**src/rtl/fb_access_arbiter_if.sv**
```systemverilog
// fb_access_arbiter_if
// Bundles everything the framebuffer arbiter exchanges with the rest of the
// system: the VGA raster counts, the two game-logic write requesters, the
// single framebuffer RAM port and the scan-out pixel/frame outputs.
//
// Signals:
//   hCount, vCount    raster position from the VGA timing block
//   wr_blank_only     restrict writes to the blanking interval
//   wr_req[1:0]       level write requests, held until acked
//   wr_addr0/1        write address per requester
//   wr_data0/1        write data per requester
//   wr_ack[1:0]       one-cycle ack per requester
//   wr_err            sticky out-of-range write flag
//   mem_addr/we/wdata framebuffer RAM port (driven by the arbiter)
//   mem_rdata         framebuffer RAM read data (1-cycle latency)
//   pix_data          current pixel colour
//   frame_start       pulse when the raster wraps to (0,0)
//
// Modports:
//   slave  - the arbiter's view
//   master - the surrounding system's view (raster, requesters, RAM)
interface fb_access_arbiter_if #(
  parameter int DATA_W = 8,
  parameter int ADDR_W = 15
);
  logic [9:0]        hCount;
  logic [9:0]        vCount;
  logic              wr_blank_only;
  logic [1:0]        wr_req;
  logic [ADDR_W-1:0] wr_addr0;
  logic [ADDR_W-1:0] wr_addr1;
  logic [DATA_W-1:0] wr_data0;
  logic [DATA_W-1:0] wr_data1;
  logic [1:0]        wr_ack;
  logic              wr_err;
  logic [ADDR_W-1:0] mem_addr;
  logic              mem_we;
  logic [DATA_W-1:0] mem_wdata;
  logic [DATA_W-1:0] mem_rdata;
  logic [DATA_W-1:0] pix_data;
  logic              frame_start;

  modport slave (
    input  hCount, vCount, wr_blank_only, wr_req,
    input  wr_addr0, wr_addr1, wr_data0, wr_data1, mem_rdata,
    output wr_ack, wr_err, mem_addr, mem_we, mem_wdata, pix_data, frame_start
  );

  modport master (
    output hCount, vCount, wr_blank_only, wr_req,
    output wr_addr0, wr_addr1, wr_data0, wr_data1, mem_rdata,
    input  wr_ack, wr_err, mem_addr, mem_we, mem_wdata, pix_data, frame_start
  );
endinterface

```
**src/rtl/fb_access_arbiter.sv**
```systemverilog
// fb_access_arbiter
// Shares the single port of the 160x120 framebuffer RAM between VGA scan-out
// and two game-logic writers. Each new visible raster pixel steals exactly one
// cycle for a scan read; every other cycle is a write slot granted
// round-robin, optionally only while the raster is in blanking.
//
// Ports:
//   clk      system clock (raster advances once per 4 clk)
//   reset_n  asynchronous active-low reset
//   bus      fb_access_arbiter_if.slave (raster, requesters, RAM, pixel out)
module fb_access_arbiter #(
  parameter int DATA_W = 8,
  parameter int ADDR_W = 15
) (
  input logic                 clk,
  input logic                 reset_n,
  fb_access_arbiter_if.slave  bus
);

  localparam logic [9:0]        H_VIS_FIRST = 10'd144;
  localparam logic [9:0]        H_VIS_LAST  = 10'd783;
  localparam logic [9:0]        V_VIS_FIRST = 10'd35;
  localparam logic [9:0]        V_VIS_LAST  = 10'd514;
  localparam logic [ADDR_W-1:0] ADDR_MAX    = ADDR_W'(19199);

  logic [9:0]        r_hD;
  logic              r_rr;
  logic              r_scanD;
  logic [ADDR_W-1:0] r_lastAddr;
  logic [DATA_W-1:0] r_pix;
  logic              r_err;

  logic              w_newPx;
  logic              w_visible;
  logic              w_scan;
  logic [7:0]        w_x;
  logic [6:0]        w_y;
  logic [ADDR_W-1:0] w_scanAddr;
  logic              w_wrOpen;
  logic [1:0]        w_elig;
  logic              w_grant;
  logic              w_sel;
  logic [ADDR_W-1:0] w_gAddr;
  logic [DATA_W-1:0] w_gData;
  logic              w_inRange;
  logic [ADDR_W-1:0] w_memAddr;
  logic              w_memWe;
  logic [DATA_W-1:0] w_memWdata;
  logic [1:0]        w_wrAck;

  // A raster step is detected by comparing hCount with last cycle's copy,
  // so one scan cycle fires per pixel no matter how long the pixel lasts.
  assign w_newPx   = (bus.hCount != r_hD);
  assign w_visible = (bus.hCount >= H_VIS_FIRST) && (bus.hCount <= H_VIS_LAST) &&
                     (bus.vCount >= V_VIS_FIRST) && (bus.vCount <= V_VIS_LAST);

  // Everything combinational that reaches an output is gated by reset_n so
  // the RAM port and acks go quiet the instant reset is asserted.
  assign w_scan = reset_n && w_newPx && w_visible;

  // Each framebuffer texel covers 4x4 raster pixels; y*160 is built from
  // two shifts to avoid a multiplier.
  assign w_x        = 8'((bus.hCount - H_VIS_FIRST) >> 2);
  assign w_y        = 7'((bus.vCount - V_VIS_FIRST) >> 2);
  assign w_scanAddr = ADDR_W'({w_y, 7'b0}) + ADDR_W'({w_y, 5'b0}) + ADDR_W'(w_x);

  // Writers only see the slot when the scan path does not need it and, in
  // blank-only mode, when the raster is off screen.
  assign w_wrOpen  = !bus.wr_blank_only || !w_visible;
  assign w_elig    = bus.wr_req & {2{w_wrOpen}};
  assign w_grant   = reset_n && !w_scan && (w_elig != 2'b00);
  assign w_sel     = (w_elig == 2'b11) ? r_rr : w_elig[1];
  assign w_gAddr   = w_sel ? bus.wr_addr1 : bus.wr_addr0;
  assign w_gData   = w_sel ? bus.wr_data1 : bus.wr_data0;
  assign w_inRange = (w_gAddr <= ADDR_MAX);

  // RAM port mux: scan has absolute priority, then the granted writer.
  // Out-of-range writes are still acked so the requester can move on, but
  // the write enable is suppressed. When idle the address is parked on its
  // last value to avoid needless toggling on the RAM address bus.
  always_comb begin
    w_memAddr  = r_lastAddr;
    w_memWe    = 1'b0;
    w_memWdata = '0;
    w_wrAck    = 2'b00;
    if (w_scan) begin
      w_memAddr = w_scanAddr;
    end else if (w_grant) begin
      w_memAddr  = w_gAddr;
      w_memWdata = w_gData;
      w_memWe    = w_inRange;
      w_wrAck    = w_sel ? 2'b10 : 2'b01;
    end
  end

  assign bus.mem_addr    = w_memAddr;
  assign bus.mem_we      = w_memWe;
  assign bus.mem_wdata   = w_memWdata;
  assign bus.wr_ack      = w_wrAck;
  assign bus.wr_err      = r_err;
  assign bus.pix_data    = r_pix;
  assign bus.frame_start = reset_n && w_newPx &&
                           (bus.hCount == 10'd0) && (bus.vCount == 10'd0);

  // Raster history, scan pipeline flag and the parked RAM address.
  always_ff @(posedge clk or negedge reset_n) begin
    if (!reset_n) begin
      r_hD       <= 10'd0;
      r_scanD    <= 1'b0;
      r_lastAddr <= '0;
    end else begin
      r_hD       <= bus.hCount;
      r_scanD    <= w_scan;
      r_lastAddr <= w_memAddr;
    end
  end

  // Round-robin pointer points at whoever lost (or was not granted) last,
  // and the error flag latches any acked out-of-range write until reset.
  always_ff @(posedge clk or negedge reset_n) begin
    if (!reset_n) begin
      r_rr  <= 1'b0;
      r_err <= 1'b0;
    end else if (w_grant) begin
      r_rr <= ~w_sel;
      if (!w_inRange) begin
        r_err <= 1'b1;
      end
    end
  end

  // The RAM answers one cycle after the scan address, so the pixel register
  // loads on the following cycle. Off screen the pixel is forced to black.
  always_ff @(posedge clk or negedge reset_n) begin
    if (!reset_n) begin
      r_pix <= '0;
    end else if (r_scanD) begin
      r_pix <= bus.mem_rdata;
    end else if (!w_visible) begin
      r_pix <= '0;
    end
  end

endmodule

```
**src/flat_wrapper.sv**
```systemverilog
// flat-port wrapper written by rule: the top's interface ports become plain ports
module fb_access_arbiter_flat 
#(
  parameter int DATA_W = 8,
  parameter int ADDR_W = 15
)
  (clk, reset_n, bus_hCount, bus_vCount, bus_wr_blank_only, bus_wr_req, bus_wr_addr0, bus_wr_addr1, bus_wr_data0, bus_wr_data1, bus_mem_rdata, bus_wr_ack, bus_wr_err, bus_mem_addr, bus_mem_we, bus_mem_wdata, bus_pix_data, bus_frame_start);
  fb_access_arbiter_if #(.DATA_W(DATA_W), .ADDR_W(ADDR_W)) bus_i ();
  input logic clk;
  input logic reset_n;
  input wire logic [$bits(bus_i.hCount)-1:0] bus_hCount;
  input wire logic [$bits(bus_i.vCount)-1:0] bus_vCount;
  input wire logic [$bits(bus_i.wr_blank_only)-1:0] bus_wr_blank_only;
  input wire logic [$bits(bus_i.wr_req)-1:0] bus_wr_req;
  input wire logic [$bits(bus_i.wr_addr0)-1:0] bus_wr_addr0;
  input wire logic [$bits(bus_i.wr_addr1)-1:0] bus_wr_addr1;
  input wire logic [$bits(bus_i.wr_data0)-1:0] bus_wr_data0;
  input wire logic [$bits(bus_i.wr_data1)-1:0] bus_wr_data1;
  input wire logic [$bits(bus_i.mem_rdata)-1:0] bus_mem_rdata;
  output wire logic [$bits(bus_i.wr_ack)-1:0] bus_wr_ack;
  output wire logic [$bits(bus_i.wr_err)-1:0] bus_wr_err;
  output wire logic [$bits(bus_i.mem_addr)-1:0] bus_mem_addr;
  output wire logic [$bits(bus_i.mem_we)-1:0] bus_mem_we;
  output wire logic [$bits(bus_i.mem_wdata)-1:0] bus_mem_wdata;
  output wire logic [$bits(bus_i.pix_data)-1:0] bus_pix_data;
  output wire logic [$bits(bus_i.frame_start)-1:0] bus_frame_start;
  assign bus_i.hCount = bus_hCount;
  assign bus_i.vCount = bus_vCount;
  assign bus_i.wr_blank_only = bus_wr_blank_only;
  assign bus_i.wr_req = bus_wr_req;
  assign bus_i.wr_addr0 = bus_wr_addr0;
  assign bus_i.wr_addr1 = bus_wr_addr1;
  assign bus_i.wr_data0 = bus_wr_data0;
  assign bus_i.wr_data1 = bus_wr_data1;
  assign bus_i.mem_rdata = bus_mem_rdata;
  assign bus_wr_ack = bus_i.wr_ack;
  assign bus_wr_err = bus_i.wr_err;
  assign bus_mem_addr = bus_i.mem_addr;
  assign bus_mem_we = bus_i.mem_we;
  assign bus_mem_wdata = bus_i.mem_wdata;
  assign bus_pix_data = bus_i.pix_data;
  assign bus_frame_start = bus_i.frame_start;
  fb_access_arbiter #(.DATA_W(DATA_W), .ADDR_W(ADDR_W)) u_core (.clk(clk), .reset_n(reset_n), .bus(bus_i));
endmodule
```
**config.mk**
```make
export PLATFORM = sky130hd
export DESIGN_NAME = fb_access_arbiter_flat
export DESIGN_NICKNAME = d
export VERILOG_FILES = /design/src/rtl/fb_access_arbiter_if.sv /design/src/rtl/fb_access_arbiter.sv /design/src/flat_wrapper.sv
export SDC_FILE = /design/constraint.sdc
export NUM_CORES = 1
export LEC_CHECK = 0
export ABC_AREA = 1
export CAP_MARGIN = 20
export CELL_PAD_IN_SITES_DETAIL_PLACEMENT = 1
export CELL_PAD_IN_SITES_GLOBAL_PLACEMENT = 2
export CORE_MARGIN = 2
export CORE_UTILIZATION = 23
export DETAILED_ROUTE_END_ITERATION = 16
export PLACE_DENSITY = 0.89
export SYNTH_ARGS = -nofsm -noshare
export SYNTH_HDL_FRONTEND = slang
export SYNTH_SLANG_ARGS = --single-unit
```
**constraint.sdc**
```tcl
create_clock -name clk -period 6.2 [get_ports clk]
set_input_delay 1.86 -clock clk [delete_from_list [all_inputs] [get_ports clk]]
set_output_delay 1.86 -clock clk [all_outputs]
set_load 0.01 [all_outputs]
```
# == Word-level counts from Yosys, hierarchy flattened ==
# Cells that the tools add are included.
# totals
regBits,36
inputBits,79
output_inout_bits,36
elab_cells,52
# classes
n_addsub,4
order_cmp,5
n_eq_ne,3
muxes,14
n_bitwise,3
reduce_logical,17
# ops
op,count
$mux W15,3
$mux W8,5
$le A10 B10 Y1 const B,2
$logic_not A10 Y1,2
$add A14 B12 Y15,1
$add A15 B8 Y15,1
$le A15 B15 Y1 const B,1
$ge A10 B6 Y1 const B,1
$ge A10 B8 Y1 const B,1
$ne A10 B10 Y1,1
$sub A10 B8 Y10 const B,1
$logic_and A1 B1 Y1,9
$sub A9 B6 Y9 const B,1
$mux W2,3
$logic_not A1 Y1,3
$mux W1,3
$and A2 B2 Y2,1
$eq A2 B2 Y1 const B,1
$ne A2 B1 Y1 const B,1
$not A1 Y1,2
$reduce_and A2 Y1,1
$reduce_bool A2 Y1,1
$logic_or A1 B1 Y1,1

# == Longest topological paths before layout ==
# Gate-level depths: netlist of the first run.
# depth
ltp_word,13
depth_mapped,19
depth_no_buf,19

# == Worst setup path after synthesis of the first run ==
# OpenSTA, ideal clock, no wires.
# synth_timing
kind,input to output
from,input bus_vCount[2]
to,output bus_mem_addr[12]
t_arrival_ns,4.198
t_required_ns,4.340
slack_ns,0.142
path_stages,16
n_path_buf,0
cell_sequence,nor2_1 > nand2_1 > inv_1 > nand2_1 > nand2_1 > inv_1 > fa_1 > inv_1 > fa_1 > a31oi_1 > nor2_1 > nor2_1 > o21bai_1 > nand2_1 > nand2_1 > o221ai_1
# synth_between
elab_chain_cells,11
word_cells_on_any_way,20
classes_between,add/sub: 3; order compare: 2; eq/ne: 1; mux: 4; bitwise: 1; reduce/logical: 9
# synth_lines
element,line_no,rtl
from (decl),flat_wrapper.sv:12,input wire logic [$bits(bus_i.vCount)-1:0] bus_vCount;
branches (longest 10 deep; another with $add A14 B12 Y15),-,
$mux W15 *,fb_access_arbiter.sv:86,if (w_scan) begin
to (decl),flat_wrapper.sv:22,output wire logic [$bits(bus_i.mem_addr)-1:0] bus_mem_addr;
# Every way passes the cells marked *.

# == Worst setup path in the final report of the first run ==
# layout_timing
from,input bus_hCount[8]
to,output bus_mem_addr[12]
# layout_between
elab_chain_cells,12
word_cells_on_any_way,22
classes_between,add/sub: 2; order compare: 2; eq/ne: 2; mux: 4; bitwise: 1; reduce/logical: 11
# layout_lines
element,line_no,rtl
from (decl),flat_wrapper.sv:11,input wire logic [$bits(bus_i.hCount)-1:0] bus_hCount;
$ge A10 B8 Y1 or $le A10 B10 Y1 (tied branches),fb_access_arbiter.sv:54,assign w_visible = (bus.hCount >= H_VIS_FIRST) && (bus.hCount <= H_VIS_LAST) &&
$logic_and A1 B1 Y1 (2 in series),fb_access_arbiter.sv:54,
$logic_and A1 B1 Y1,fb_access_arbiter.sv:55,(bus.vCount >= V_VIS_FIRST) && (bus.vCount <= V_VIS_LAST);
$logic_not A1 Y1,fb_access_arbiter.sv:69,assign w_wrOpen = !bus.wr_blank_only || !w_visible;
$logic_or A1 B1 Y1,fb_access_arbiter.sv:69,
$and A2 B2 Y2,fb_access_arbiter.sv:70,assign w_elig = bus.wr_req & {2{w_wrOpen}};
$eq A2 B2 Y1,fb_access_arbiter.sv:72,assign w_sel = (w_elig == 2'b11) ? r_rr : w_elig[1];
$mux W1,fb_access_arbiter.sv:72,
$mux W15,fb_access_arbiter.sv:73,assign w_gAddr = w_sel ? bus.wr_addr1 : bus.wr_addr0;
$mux W15,fb_access_arbiter.sv:88,end else if (w_grant) begin
$mux W15 *,fb_access_arbiter.sv:86,
# Every way passes the cells marked *; elsewhere a longest branch is shown, timed or not.

==> flow_metrics.py, run 1 <==
metrics = {
    "run_status": {
        "status": "finished with violations",
        "violations": "setup timing",
    },
    "synthesis": {
        "ys_top_cells_by_area": "dfrtp_1 (33%), nand2_1 (16%), ha_1 (7.3%)",
        "yosys.area.top_type": "dfrtp_1",
        "synth.avg_cell_area_sq_um": 7.26,
        "synth-seq-cells": 36,
        "synthCells": 380,
        "yosysSeqAreaShare": 0.327,
        "async_flop_share": 1.00,
        "synth_cell_type_count": 39,
        "synth_edf_count": 0,
        "yosysWarnings": 0,
        "yosys.area.top_type_share": 0.327,
        "syn_nets": 477,
        "synth_flop_cell": "dfrtp_1",
        "synthesis.area_sq_mm": 0.00276,
    },
    "global_route": {
        "grt.overflow.total": 0,
        "grt_pass1_vias": 3645,
        "grt_usage": 0.169,
        "antenna_found_initial": 0,
        "grt_max_degree": 37,
        "grt_pass1_wl_microns": 17500,
    },
    "cells_and_area": {
        "final_cells": 727,
        "final_common_cell": "nand2_1",
        "drive_gt1_frac": 0.330,
        "final_nets": 680,
        "diodes": 0,
        "fill_cells": 1414,
        "final_cell_mix": "nand2_1 (103), buf_4 (84), clkdlybuf4s50_1 (74)",
        "syn_to_final_growth_pct": 84.0,
        "final_cell_area_sq_mm": 0.00507,
    },
    "pwr": {
        "leakage_uw": 0.00255,
        "power_density_mw_per_mm2": 204,
        "vdd_ir_drop_max_mv": 0.105,
    },
    "routing": {
        "drt_iter0_markers": 93,
        "vias": 3289,
        "wl_per_cell_microns": 15.1,
        "dr.pass1.iters": 4,
        "drc": 0,
        "viasPerCell": 4.52,
        "antenna_left": 0,
        "routed_wirelength_microns": 11000,
    },
    "setup_path": {
        "crit_end": "bus_mem_addr[12]",
        "slowest_delay_ns": 0.41,
        "r2r_setup_slack_ns": 4.34,
        "crit_path_max_fanout": 6,
        "cp_common_cell": "nor2_1",
        "r2r_start": "u_core.r_hD[9]$_DFF_PN0_",
        "worstSetupPathType": "input port to output pin",
        "arrival_ns": 4.36,
        "path_cells": "dlygate4sd2_1 > buf_6 > xor2_1 > ha_1 > ha_4 > fa_2 > a31oi_4 > nor2_2 > nor2_1 > o21bai_1 > buf_4 > nor2_1 > o221ai_2 > buf_2",
        "cp_slowest_cell": "fa_2",
        "end_kind": "output pin",
        "r2r_cells": 12,
        "worstPathRequired_ns": 4.34,
        "r2r_end": "u_core.r_lastAddr[14]$_DFF_PN0_",
        "worstSetupStartpointType": "input port",
        "crit_start": "bus_hCount[8]",
    },
    "sta": {
        "slew_violations": 0,
        "setup_slack_ns": -0.0199,
        "maxSlewHeadroom": 0.664,
        "hold_violations": 0,
        "post-route-min-period_ns": 6.22,
        "rsz0062_at_grt": "yes",
        "fmax_mhz": 161,
        "tightestPinTransition_ns": 0.500,
        "final.period_utilization": 1.00,
        "setup_viol": 1,
        "skew_ns": 0.00329,
    },
    "floorplan": {
        "fp.dieH_microns": 113,
        "coreArea_sq_mm": 0.0116,
        "dieWidth_microns": 113,
        "rows": 39,
        "boundaryPins": 115,
        "dieArea_sq_mm": 0.0129,
        "start_util": 0.238,
    },
    "cts": {
        "tritoncts": "yes",
        "cts_buffer_depth": 2,
        "clk_latency_ns": 0.29,
        "path_clk_slew_ns": 0.06,
        "numCtsBuffers": 5,
        "ctsHtreeMaxLevel": 2,
        "cts_num_sinks": 36,
        "hold_buffers": 0,
        "ctsRootBufferMaster": "clkbuf_16",
    },
    "placement": {
        "routabilityCongestion": 0.799,
        "placed_area_sq_mm": 0.00458,
        "numPortBuffers": 114,
        "place_hpwl_microns": 8550,
        "dp.cells": 705,
    },
    "hold_path": {
        "hp-class": "flop to flop",
    },
    "flow_run": {
        "drv_cap": 0,
    },
}
==> cell type report <==
class,count,area [sq um],area share
clock buffers,6,129,0.0254
clock inverters,2,35.0,0.00691
inverters,50,203,0.0400
multi-input cells,285,1830,0.362
flip-flops and latches,36,901,0.178
well taps,143,179,0.0353
repair buffers,204,1790,0.352
repair inverters,1,7.51,0.00148
==> power by group <==
group | total [uW] | internal, uW | switching, uW
clock | 295 | 189 | 106
combinational | 463 | 240 | 222
sequential | 279 | 267 | 12.3
==> how the worst min path moves through the flow <==
stage                                             start                             to  depth (start not counted)  slack, ns
final                     u_core.bus.wr_err$_DFFE_PN0P_  u_core.bus.wr_err$_DFFE_PN0P_                          2       0.46
after global routing      u_core.bus.wr_err$_DFFE_PN0P_  u_core.bus.wr_err$_DFFE_PN0P_                          2       0.50
after CTS                 u_core.bus.wr_err$_DFFE_PN0P_  u_core.bus.wr_err$_DFFE_PN0P_                          2       0.47
after detailed placement  u_core.bus.wr_err$_DFFE_PN0P_  u_core.bus.wr_err$_DFFE_PN0P_                          2       0.46
after global placement    u_core.bus.wr_err$_DFFE_PN0P_  u_core.bus.wr_err$_DFFE_PN0P_                          2       0.45
after floorplan           u_core.bus.wr_err$_DFFE_PN0P_  u_core.bus.wr_err$_DFFE_PN0P_                          2       0.50
==> kinds of logic after synthesis <==
group	Yosys count	synth area share
AND/OR/NAND/NOR	206	0.334
adder cells (fa/ha/maj)	18	0.0871
flip-flops	36	0.327
XOR/XNOR	11	0.0349
buffers and inverters	60	0.102
AO/OA/AOI/OAI	49	0.116
==> registers in the layout, indices dropped and copies added, names as in the netlist <==
signal and flops:
u_core.r_lastAddr 15, u_core.r_hD 10, u_core.bus.pix_data 8, u_core.bus.wr_err 1, u_core.r_rr 1, u_core.r_scanD 1
==> what timing repair did <==
item | 4_1_cts | 5_1_grt
cloned | 2 | 0
setup buffers | 6 | 6
endpoints found under the setup margin | 26 | 18
gates resized for setup | 117 | 52
pin swaps | 16 | 27
==> worst max-delay path, delay by kind of cell <==
family | cells | cell delay, ns
buffers and inverters | 4 | 0.72
AND/OR/NAND/NOR | 3 | 0.29
adder cells (fa/ha/maj) | 3 | 0.92
AO/OA/AOI/OAI | 3 | 0.42
XOR/XNOR | 1 | 0.14
==> synthesized netlist by cell type (2+ instances only) <==
library cell and number:
buf_6 3, inv_1 45, xnor2_1 4, nand2_4 4, nor4_1 2, nor2_1 27
fa_1 2, nor2_2 5, buf_2 4, nand4_1 2, o221ai_1 4, dfrtp_1 36
o21ai_0 18, inv_2 4, o211ai_2 5, o21ai_2 3, nand2_1 118, nand2_2 3
a21oi_1 13, xor2_1 7, nand3_1 38, ha_1 16
==> metal layers <==
metal	wire length, microns	part of all wire	track usage	vias up
li1	-	-	-	1635
met1	4280	0.39	0.189	1581
met2	6170	0.56	0.334	64
met3	419	0.038	0.0308	9
met4	115	0.010	0.0301	0
met5	0	0	0	-
==> stage by stage <==
stage / utilization / worst slack (ns) / total power [uW] / TNS, ns / hold slack (ns)
6_report: 0.439 / -0.0199 / 1040 / -0.0199 / 0.463
3_3_place_gp: 0.396 / -0.894 / 686 / -10.01 / 0.448
3_5_place_dp: 0.396 / -1.01 / 701 / -12.09 / 0.456
4_1_cts: 0.422 / 0.00495 / 1010 / 0 / 0.471
5_1_grt: 0.439 / -0.183 / 1100 / -0.399 / 0.495
2_1_floorplan: - / 0.142 / 463 / 0 / 0.500
(Power assumes the default switching activity.)
==> inputs of run 2 (changes only) <==
Settings changed: ABC_CLOCK_PERIOD_IN_PS set to 6200, CORE_MARGIN 2 to unset.
==> run 2 against run 1 <==
Compared with the run above:
- the flow finishes with violations (DRC, setup timing)
- clock skew is 0.0012 ns higher
- total power is 9.9% higher
- clock power hardly changed
- first-iteration DRC count is 8.6% lower
- critical endpoint is now bus_mem_addr[14]
- die area is 3.5% lower
- combinational power is 22% higher
==> flow_metrics.py, run 2 (synthesis results as in run 1) <==
metrics = {
    "run_status": {
        "status": "finished with violations",
        "violations": "DRC, setup timing",
    },
    "placement": {
        "place_hpwl_microns": 8040,
        "pre_cts_slack_ns": -0.994,
        "numPortBuffers": 114,
        "dp.cells": 706,
        "routabilityCongestion": 0.792,
    },
    "setup_path": {
        "cp_slowest_cell": "ha_1",
        "worstSetupPathType": "input port to output pin",
        "crit_path_max_fanout": 3,
        "path_cells": "buf_8 > nor2_4 > buf_6 > nand2_4 > buf_6 > nand2_2 > nand2_2 > buf_4 > buf_4 > ha_1 > ha_4 > nand2_1 > nand2_2 > a31oi_4 > nor2_2 > nor2_1 > o21bai_1 > nand2_1 > nand2_1 > nand3_1 > o211ai_1 > buf_2",
        "end_kind": "output pin",
        "worstPathRequired_ns": 4.34,
        "worstSetupStartpointType": "input port",
        "arrival_ns": 4.44,
        "slowest_delay_ns": 0.30,
    },
    "routing": {
        "wl_per_cell_microns": 14.7,
        "vias": 3473,
        "viasPerCell": 4.50,
        "drt_iter0_markers": 85,
        "dr.pass1.iters": 10,
        "met3_length_microns": 447,
        "wl_met2_microns": 6140,
        "top_layer": "met4",
        "routed_wirelength_microns": 11400,
        "m1WireLength_microns": 4510,
        "antenna_left": 0,
        "drc": 3,
    },
    "sta": {
        "fmax_mhz": 159,
        "rsz0062_at_grt": "yes",
        "hold_violations": 0,
        "slew_violations": 0,
        "fin_hold_ws_ns": 0.473,
        "setup_viol": 5,
        "maxSlewHeadroom": 0.517,
        "tightestPinTransition_ns": 0.723,
        "post-route-min-period_ns": 6.30,
        "final.period_utilization": 1.02,
        "skew_ns": 0.00454,
        "setup_slack_ns": -0.0992,
    },
    "global_route": {
        "grt_pass1_vias": 3865,
        "grt.overflow.total": 0,
        "antenna_found_initial": 0,
        "grt_pass1_wl_microns": 18700,
        "grt_max_degree": 37,
        "grt_usage": 0.186,
    },
    "floorplan": {
        "dieWidth_microns": 111,
        "fp.dieH_microns": 111,
        "coreArea_sq_mm": 0.0116,
        "rows": 39,
        "start_util": 0.238,
        "dieArea_sq_mm": 0.0124,
        "boundaryPins": 115,
    },
    "cells_and_area": {
        "final_cell_mix": "buf_4 (122), nand2_1 (106), clkdlybuf4s50_1 (76)",
        "final_nets": 724,
        "largest_reg_flops": 15,
        "final_common_cell": "buf_4",
        "post-route-util": 0.467,
        "final_cells": 771,
        "regMostFlops": "u_core.r_lastAddr",
        "syn_to_final_growth_pct": 96.0,
        "diodes": 0,
        "drive_gt1_frac": 0.385,
    },
    "flow_run": {
        "drv_cap": 0,
    },
    "cts": {
        "clk_latency_ns": 0.28,
        "ctsHtreeMaxLevel": 2,
        "hold_buffers": 0,
        "cts_num_sinks": 36,
        "ctsRootBufferMaster": "clkbuf_16",
        "cts_buffer_depth": 2,
        "numCtsBuffers": 5,
        "path_clk_slew_ns": 0.06,
        "tritoncts": "yes",
    },
    "pwr": {
        "total_power_uw": 1140,
        "leakage_uw": 0.00276,
        "vdd_ir_drop_max_mv": 0.106,
        "power_density_mw_per_mm2": 211,
    },
    "hold_path": {
        "hp-class": "flop to flop",
    },
}
## run 2: layout make-up
cell class                      instances  area, sq um
Fill cell                            1393         6160
Timing Repair Buffer                  247         2110
Multi-Input combinational cell        286         1840
Sequential cell                        36          901
Inverter                               50          190
Tap cell                              143          179
Clock buffer                            5          125
Clock inverter                          3         46.3
Timing Repair inverter                  1         7.51
## run 2: final timing paths
path | startpoint | end | slack (ns) | cells after the start
setup / recovery | bus_vCount[2] | bus_mem_addr[14] | -0.1 | 22
hold / removal | u_core.bus.wr_err$_DFFE_PN0P_ | u_core.bus.wr_err$_DFFE_PN0P_ | 0.47 | 2
setup reg to reg | u_core.r_hD[7]$_DFF_PN0_ | u_core.r_lastAddr[11]$_DFF_PN0_ | 2.38 | 27
hold reg to reg | u_core.bus.wr_err$_DFFE_PN0P_ | u_core.bus.wr_err$_DFFE_PN0P_ | 0.47 | 2
max in group asynchronous | reset_n | u_core.r_rr$_DFFE_PN0P_ | 4.19 | 2
min in group asynchronous | reset_n | u_core.r_lastAddr[2]$_DFF_PN0_ | 1.67 | 2
## run 2: per-stage QoR
stage	TNS [ns]	cell area [sq um]
6_report	-0.302	5400
5_1_grt	-0.995	5400
4_1_cts	-0.00738	5230
3_5_place_dp	-12.36	4600
3_3_place_gp	-10.62	4600
2_1_floorplan	0	2760
## run 2: power breakdown
group          leakage (uW)  total (uW)  switching [uW]  internal, uW
clock             0.0000804         298             107           191
combinational       0.00224         563             254           309
sequential         0.000440         279            12.1           267
total               0.00276        1140             373           767
## run 2: layer usage
| layer | track usage | up-vias |
|---|---|---|
| li1 | - | 1719 |
| met1 | 0.201 | 1647 |
| met3 | 0.0386 | 22 |
| met5 | 0 | - |
| met2 | 0.359 | 85 |
| met4 | 0.0604 | 0 |
## run 2: what timing repair did
action | CTS | global route
gates cloned | 3 | 0
pin swaps | 26 | 27
setup endpoints to repair | 26 | 20
gates resized for setup | 125 | 53
buffers inserted | 43 | 15
## run 2: critical path: cells and delay by family
kind	cells	cell delay (ns)
fa+ha+maj	2	0.60
compound gates	3	0.33
buf+inv	6	0.77
simple gates	11	0.89
